===== config.mk =====
export PLATFORM = sky130hd
export DESIGN_NAME = fingerprint_monitor
export DESIGN_NICKNAME = d
export VERILOG_FILES = /design/src/rtl/fingerprint_monitor.sv
export SDC_FILE = /design/constraint.sdc
export NUM_CORES = 1
export LEC_CHECK = 0
export ABC_AREA = 1
export BUFFER_PORTS_ARGS = -buffer_cell sky130_fd_sc_hd__buf_2
export CORE_ASPECT_RATIO = 1.2
export CORE_UTILIZATION = 65
export DETAILED_ROUTE_END_ITERATION = 8
export PLACE_DENSITY = 0.88
export SETUP_SLACK_MARGIN = 0.05
export SYNTH_ARGS = -nofsm -noshare
export SYNTH_HDL_FRONTEND = slang
export SYNTH_SLANG_ARGS = --single-unit

===== constraint.sdc =====
create_clock -name clk -period 4.85 [get_ports clk]
set_input_delay 0.2425 -clock clk [delete_from_list [all_inputs] [get_ports clk]]
set_output_delay 0.2425 -clock clk [all_outputs]
set_load 0.005 [all_outputs]

===== src/rtl/fingerprint_monitor.sv =====
// fingerprint_monitor
// Measures the frequency of a free-running ring oscillator by gating its
// counter for a fixed window of clk cycles and checking the counted delta
// against an inclusive [MIN_COUNT, MAX_COUNT] band. Each sample point is
// re-read until two consecutive register samples agree, because osc_count
// comes from another clock domain and may be mid-update.
//
// Ports
//   clk          system clock, all state changes on its rising edge
//   rst          synchronous active-high reset
//   start        single-cycle measurement request, honoured only when idle
//   osc_count    32-bit oscillator counter value, asynchronous to clk
//   osc_enable   registered gate to the oscillator counter
//   busy         high from the first settle cycle through the done cycle
//   done         one-cycle pulse when pass/err_unstable/delta are valid
//   pass         held result: delta in band and samples were stable
//   err_unstable held result: a sample point never settled
//   delta        held measured count (end - base, modulo 2^32)
//   alarm        sticky tamper flag
//
// Configuration macro
//   FP_STICKY_ALARM_EN  when defined, alarm latches on any failing result and
//                       clears only on rst; when undefined alarm is tied low.

module fingerprint_monitor #(
    parameter int unsigned WINDOW_CYCLES = 1000,
    parameter int unsigned SETTLE_CYCLES = 4,
    parameter int unsigned MIN_COUNT     = 4000,
    parameter int unsigned MAX_COUNT     = 8000
) (
    input  logic        clk,
    input  logic        rst,
    input  logic        start,
    input  logic [31:0] osc_count,
    output logic        osc_enable,
    output logic        busy,
    output logic        done,
    output logic        pass,
    output logic        err_unstable,
    output logic [31:0] delta,
    output logic        alarm
);

    // One counter serves both the settle and the gate phases.
    localparam int unsigned CNT_MAX = (WINDOW_CYCLES > SETTLE_CYCLES) ? WINDOW_CYCLES : SETTLE_CYCLES;
    localparam int          CNT_W   = (CNT_MAX > 1) ? $clog2(CNT_MAX) : 1;
    localparam logic [CNT_W-1:0] WIN_LAST = CNT_W'(WINDOW_CYCLES - 1);
    localparam logic [CNT_W-1:0] SET_LAST = CNT_W'(SETTLE_CYCLES - 1);
    localparam logic [CNT_W-1:0] CNT_ONE  = CNT_W'(1);

    typedef enum logic [2:0] {
        IDLE        = 3'd0,
        SETTLE_PRE  = 3'd1,
        SAMPLE_BASE = 3'd2,
        GATE        = 3'd3,
        SETTLE_POST = 3'd4,
        SAMPLE_END  = 3'd5,
        COMPARE     = 3'd6,
        DONE        = 3'd7
    } state_t;

    state_t           state_r;
    logic [CNT_W-1:0] cnt_r;
    logic [1:0]       retry_r;
    logic             phase_r;
    logic [31:0]      samp_r;
    logic [31:0]      base_r;
    logic [31:0]      end_r;

    logic [31:0]      diff_s;
    logic             in_range_s;
    logic             samp_match_s;
    logic             last_retry_s;

    // Delta and band check are formed from registered samples only.
    always_comb begin
        diff_s       = end_r - base_r;
        in_range_s   = (diff_s >= 32'(MIN_COUNT)) && (diff_s <= 32'(MAX_COUNT));
        samp_match_s = (osc_count == samp_r);
        last_retry_s = (retry_r == 2'd3);
    end

    // Measurement sequencer with registered outputs.
    always_ff @(posedge clk) begin
        if (rst) begin
            state_r      <= IDLE;
            cnt_r        <= '0;
            retry_r      <= 2'd0;
            phase_r      <= 1'b0;
            samp_r       <= 32'd0;
            base_r       <= 32'd0;
            end_r        <= 32'd0;
            osc_enable   <= 1'b0;
            busy         <= 1'b0;
            done         <= 1'b0;
            pass         <= 1'b0;
            err_unstable <= 1'b0;
            delta        <= 32'd0;
        end else begin
            done <= 1'b0;
            case (state_r)
                IDLE: begin
                    if (start) begin
                        state_r      <= SETTLE_PRE;
                        busy         <= 1'b1;
                        pass         <= 1'b0;
                        err_unstable <= 1'b0;
                        cnt_r        <= '0;
                        retry_r      <= 2'd0;
                    end
                end
                SETTLE_PRE, SETTLE_POST: begin
                    if (cnt_r == SET_LAST) begin
                        state_r <= (state_r == SETTLE_PRE) ? SAMPLE_BASE : SAMPLE_END;
                        cnt_r   <= '0;
                        phase_r <= 1'b0;
                    end else begin
                        cnt_r <= cnt_r + CNT_ONE;
                    end
                end
                SAMPLE_BASE, SAMPLE_END: begin
                    if (!phase_r) begin
                        samp_r  <= osc_count;
                        phase_r <= 1'b1;
                    end else if (samp_match_s) begin
                        // Two agreeing reads: the counter is quiescent.
                        retry_r <= 2'd0;
                        phase_r <= 1'b0;
                        cnt_r   <= '0;
                        if (state_r == SAMPLE_BASE) begin
                            base_r     <= samp_r;
                            state_r    <= GATE;
                            osc_enable <= 1'b1;
                        end else begin
                            end_r   <= samp_r;
                            state_r <= COMPARE;
                        end
                    end else if (last_retry_s) begin
                        // Fourth disagreement: give up on this measurement.
                        state_r      <= DONE;
                        done         <= 1'b1;
                        err_unstable <= 1'b1;
                        pass         <= 1'b0;
                        delta        <= 32'd0;
                    end else begin
                        retry_r <= retry_r + 2'd1;
                        phase_r <= 1'b0;
                        cnt_r   <= '0;
                        state_r <= (state_r == SAMPLE_BASE) ? SETTLE_PRE : SETTLE_POST;
                    end
                end
                GATE: begin
                    if (cnt_r == WIN_LAST) begin
                        osc_enable <= 1'b0;
                        state_r    <= SETTLE_POST;
                        cnt_r      <= '0;
                    end else begin
                        cnt_r <= cnt_r + CNT_ONE;
                    end
                end
                COMPARE: begin
                    delta        <= diff_s;
                    pass         <= in_range_s;
                    err_unstable <= 1'b0;
                    done         <= 1'b1;
                    state_r      <= DONE;
                end
                DONE: begin
                    busy    <= 1'b0;
                    state_r <= IDLE;
                end
                default: begin
                    state_r    <= IDLE;
                    osc_enable <= 1'b0;
                    busy       <= 1'b0;
                end
            endcase
        end
    end

`ifdef FP_STICKY_ALARM_EN
    logic fail_entry_s;

    // A failing result is one entering DONE without a pass.
    always_comb begin
        fail_entry_s = 1'b0;
        if (state_r == COMPARE) begin
            fail_entry_s = !in_range_s;
        end else if (((state_r == SAMPLE_BASE) || (state_r == SAMPLE_END)) && phase_r
                     && !samp_match_s && last_retry_s) begin
            fail_entry_s = 1'b1;
        end else begin
            fail_entry_s = 1'b0;
        end
    end

    // Sticky tamper flag; only rst clears it.
    always_ff @(posedge clk) begin
        if (rst) begin
            alarm <= 1'b0;
        end else if (fail_entry_s) begin
            alarm <= 1'b1;
        end else begin
            alarm <= alarm;
        end
    end
`else
    assign alarm = 1'b0;
`endif

endmodule


==> impl_metrics.env <==
export IMPL_path_clk_slew_ns=0.06
export IMPL_clock_path_buffers=2
export IMPL_synthTopCellsByCount="402 x nand2_1, 244 x inv_1, 149 x dfxtp_1, 144 x a21oi_1, 134 x nor2_1"
export IMPL_routed_wl_um=22200
export IMPL_timing_fmax_mhz=321
export IMPL_cp_max_fo=64
export IMPL_crit_type="register to register"
export IMPL_synth_top_cell_area_share_pct=33.2
export IMPL_fin_crit_sh_pct=64.2
export IMPL_io_buffers=71
export IMPL_path_delay_family="simple AND/OR/NAND/NOR gates"
export IMPL_fp_dieW_um=109
export IMPL_drv_cap=0
export IMPL_io_pins=73
export IMPL_dpl_hpwl_um=15700
export IMPL_cp_slowest_cell="nand3_2"
export IMPL_async_flop_share_pct=0
export IMPL_fin_crit_ns=3.11
export IMPL_crit_path_end_kind="register"
export IMPL_cp_start_kind="register"
export IMPL_min_path_type="input port to register"
export IMPL_grt_max_degree=67
export IMPL_grt_pass1_wl_um=35900
export IMPL_ctsHoldBuffers=0
export IMPL_root_buffer="clkbuf_16"
export IMPL_yosys_top_cells_area="dfxtp_1 33%, nand2_1 17%, inv_1 10%, a21oi_1 8.0%, o21ai_0 6.0%"
export IMPL_clock_skew_ns=0.00643
export IMPL_cpPeakStageDelay_ns=0.82
export IMPL_required_ns=5.13
export IMPL_stdcell_area_mm2=0.0100
export IMPL_swShare_pct=31.0
export IMPL_clock_latency_ns=0.43
export IMPL_synthToLayoutAreaGrowth_pct=11.8
export IMPL_final_setup_tns_ns=0
export IMPL_gp_congestion=0.914
export IMPL_cts_num_sinks=149
export IMPL_setup_viol=0
export IMPL_dieArea_mm2=0.0143
export IMPL_yosys_warnings=0
export IMPL_holdWs_ns=0.0578
export IMPL_final_hold_violation_count=0
export IMPL_grt_pass1_vias=8018
export IMPL_cts_tree="done"
export IMPL_syn_inst=1437
export IMPL_cts_buffers=17
export IMPL_fp_dieH_um=131
export IMPL_track_usage_pct=32.0
export IMPL_p_per_area_mw_per_mm2=361
export IMPL_maxSlewViolCount=0
export IMPL_p_sw_mw=1.12
export IMPL_synth_distinct_cells=44
export IMPL_cp_cell_sequence="xnor2_1 -> nand3_1 -> nor4_1 -> nand2_1 -> nor2_4 -> nand3_2 -> o21ai_0 -> a21oi_1"
export IMPL_arrival_ns=3.39
export IMPL_synth_seq_cells=149
export IMPL_power_frac_comb_pct=17.5
export IMPL_placed_cells_incl_taps=1636
export IMPL_route_detailed_drc=0
export IMPL_seqPwrFrac_pct=41.7
export IMPL_synth_edf_count=0
export IMPL_ant_nets=0
export IMPL_synth_area_per_cell_um2=6.25
export IMPL_post_cts_resized=0
export IMPL_p_clk_share_pct=40.8
export IMPL_num_antenna_cells=0
export IMPL_rows=46
export IMPL_h_tree_depth=4
export IMPL_place_worst_setup_slack_ns=1.88
export IMPL_synth_fp_nets=1506
export IMPL_drive_above_1_share_pct=9.47
export IMPL_start_util_pct=67.3
export IMPL_worst_slew_pin_slew_ns=1.07
export IMPL_relSlewSlack_pct=28.8
export IMPL_setup_reg_to_reg_worst_slack_ns=1.74
export IMPL_ir_worst_vdd_mv=0.472
export IMPL_drt_pass1_iterations=7
export IMPL_p_int_mw=2.50
export IMPL_dpl_cell_area_mm2=0.00938
export IMPL_rsz0062_at_grt="false"
export IMPL_post_cts_buffers=0
export IMPL_antenna_found_initial=0
export IMPL_wl_per_cell_um=13.3
export IMPL_dr_total_vias=9006
export IMPL_drtIter0Drc=670
export IMPL_core_area_mm2=0.0134
export IMPL_yosys_area_top_type="dfxtp_1"
export IMPL_status="finished, final reports clean"
export IMPL_layout_nets=1556
export IMPL_vias_per_cell=5.40
export IMPL_fin_cells=1668
export IMPL_setup_slack_ns=1.74
export IMPL_yosysSeqAreaShare_pct=33.2
export IMPL_synth_ff_type="dfxtp_1"
export IMPL_grt_overflow_total=0
export IMPL_syn_area_mm2=0.00898
export IMPL_critPathBufInv=0
export IMPL_leakagePower_nw=4.84
export IMPL_synth_most_common_cell="nand2_1"
## metrics by stage
step           power [mW]  utilization, %
2_1_floorplan        1.96               -
3_3_place_gp         2.12            70.2
3_5_place_dp         2.14            70.2
4_1_cts              3.62            75.2
5_1_grt              3.78            75.2
6_report             3.62            75.2
## kinds of logic (layout without fill, tap and decap cells)
kind of cell             count (synthesis)  in the layout  synth area share [%]
AO/OA/AOI/OAI                          266            266                  15.3
XOR/XNOR                                34             34                  3.32
adder cells (fa/ha/maj)                 34             34                  4.82
buffers and inverters                  296            359                  12.7
flip-flops                             149            149                  33.2
other                                    1              1                0.0418
AND/OR/NAND/NOR                        657            657                  30.6
## worst reg2reg max path, cell delays in order, from the launching register on
cell	delay, ns
dfxtp_1	0.40
xnor2_1	0.15
nand3_1	0.11
nor4_1	0.36
nand2_1	0.19
nor2_4	0.19
nand3_2	0.82
o21ai_0	0.65
a21oi_1	0.09
## final cells by class
class / instances / area (um^2)
Multi-Input combinational cell: 992 / 4860
Fill cell: 1090 / 3320
Sequential cell: 149 / 2980
Inverter: 253 / 950
Clock buffer: 19 / 443
Timing Repair Buffer: 74 / 378
Clock inverter: 13 / 216
Tap cell: 168 / 210
## path summary, 6_finish.rpt
kind | from | end | cells after the start
worst max-delay path | samp_r[17]$_SDFFE_PP0P_ | base_r[29]$_SDFFE_PP0P_ | 8
worst min-delay path | osc_count[18] | samp_r[18]$_SDFFE_PP0P_ | 3
worst max register to register | samp_r[17]$_SDFFE_PP0P_ | base_r[29]$_SDFFE_PP0P_ | 8
worst min register to register | end_r[26]$_SDFFE_PP0P_ | end_r[26]$_SDFFE_PP0P_ | 2
## cells in the final DEF, fill, tap and decap left out, types with 2 or more instances in the layout
master,count
nand2_2,2
nor2_1,134
buf_2,71
dfxtp_1,149
o21ai_0,107
nand3_2,2
nor2_4,2
clkbuf_16,17
xor2_1,12
clkinvlp_4,3
inv_6,5
o211ai_1,2
ha_1,33
inv_2,8
nand3_1,62
a21oi_1,144
nor3_1,7
xnor2_1,22
nand4_1,12
nand2_1,402
a31oi_1,4
inv_1,244
buf_4,3
or2_2,10
bufinv_16,5
nand3b_1,7
nor2_2,5
nor4_1,6
## state kept, by name, summed over array words and instances, names as in the netlist
| name | cells |
|---|---|
| base_r | 32 |
| delta | 32 |
| end_r | 32 |
| samp_r | 32 |
| cnt_r | 10 |
| state_r | 3 |
| retry_r | 2 |
| busy | 1 |
| done | 1 |
| err_unstable | 1 |
| osc_enable | 1 |
| pass | 1 |
| phase_r | 1 |
## power groups by stage
stage | sequential [mW] | combinational, mW | clock, mW
2_1_floorplan | 1.46 | 0.501 | 0
3_3_place_gp | 1.52 | 0.599 | 0
3_5_place_dp | 1.52 | 0.618 | 0
4_1_cts | 1.50 | 0.634 | 1.48
5_1_grt | 1.52 | 0.720 | 1.54
6_report | 1.51 | 0.633 | 1.48
## routing by layer
metal,wire (um),track usage [%],vias up
met5,0,0,-
met3,1440,6.89,83
li1,-,-,4593
met2,10600,54.5,341
met4,932,16.6,0
met1,9230,37.6,3989
No activity file was read; power rests on OpenSTA's default activity.
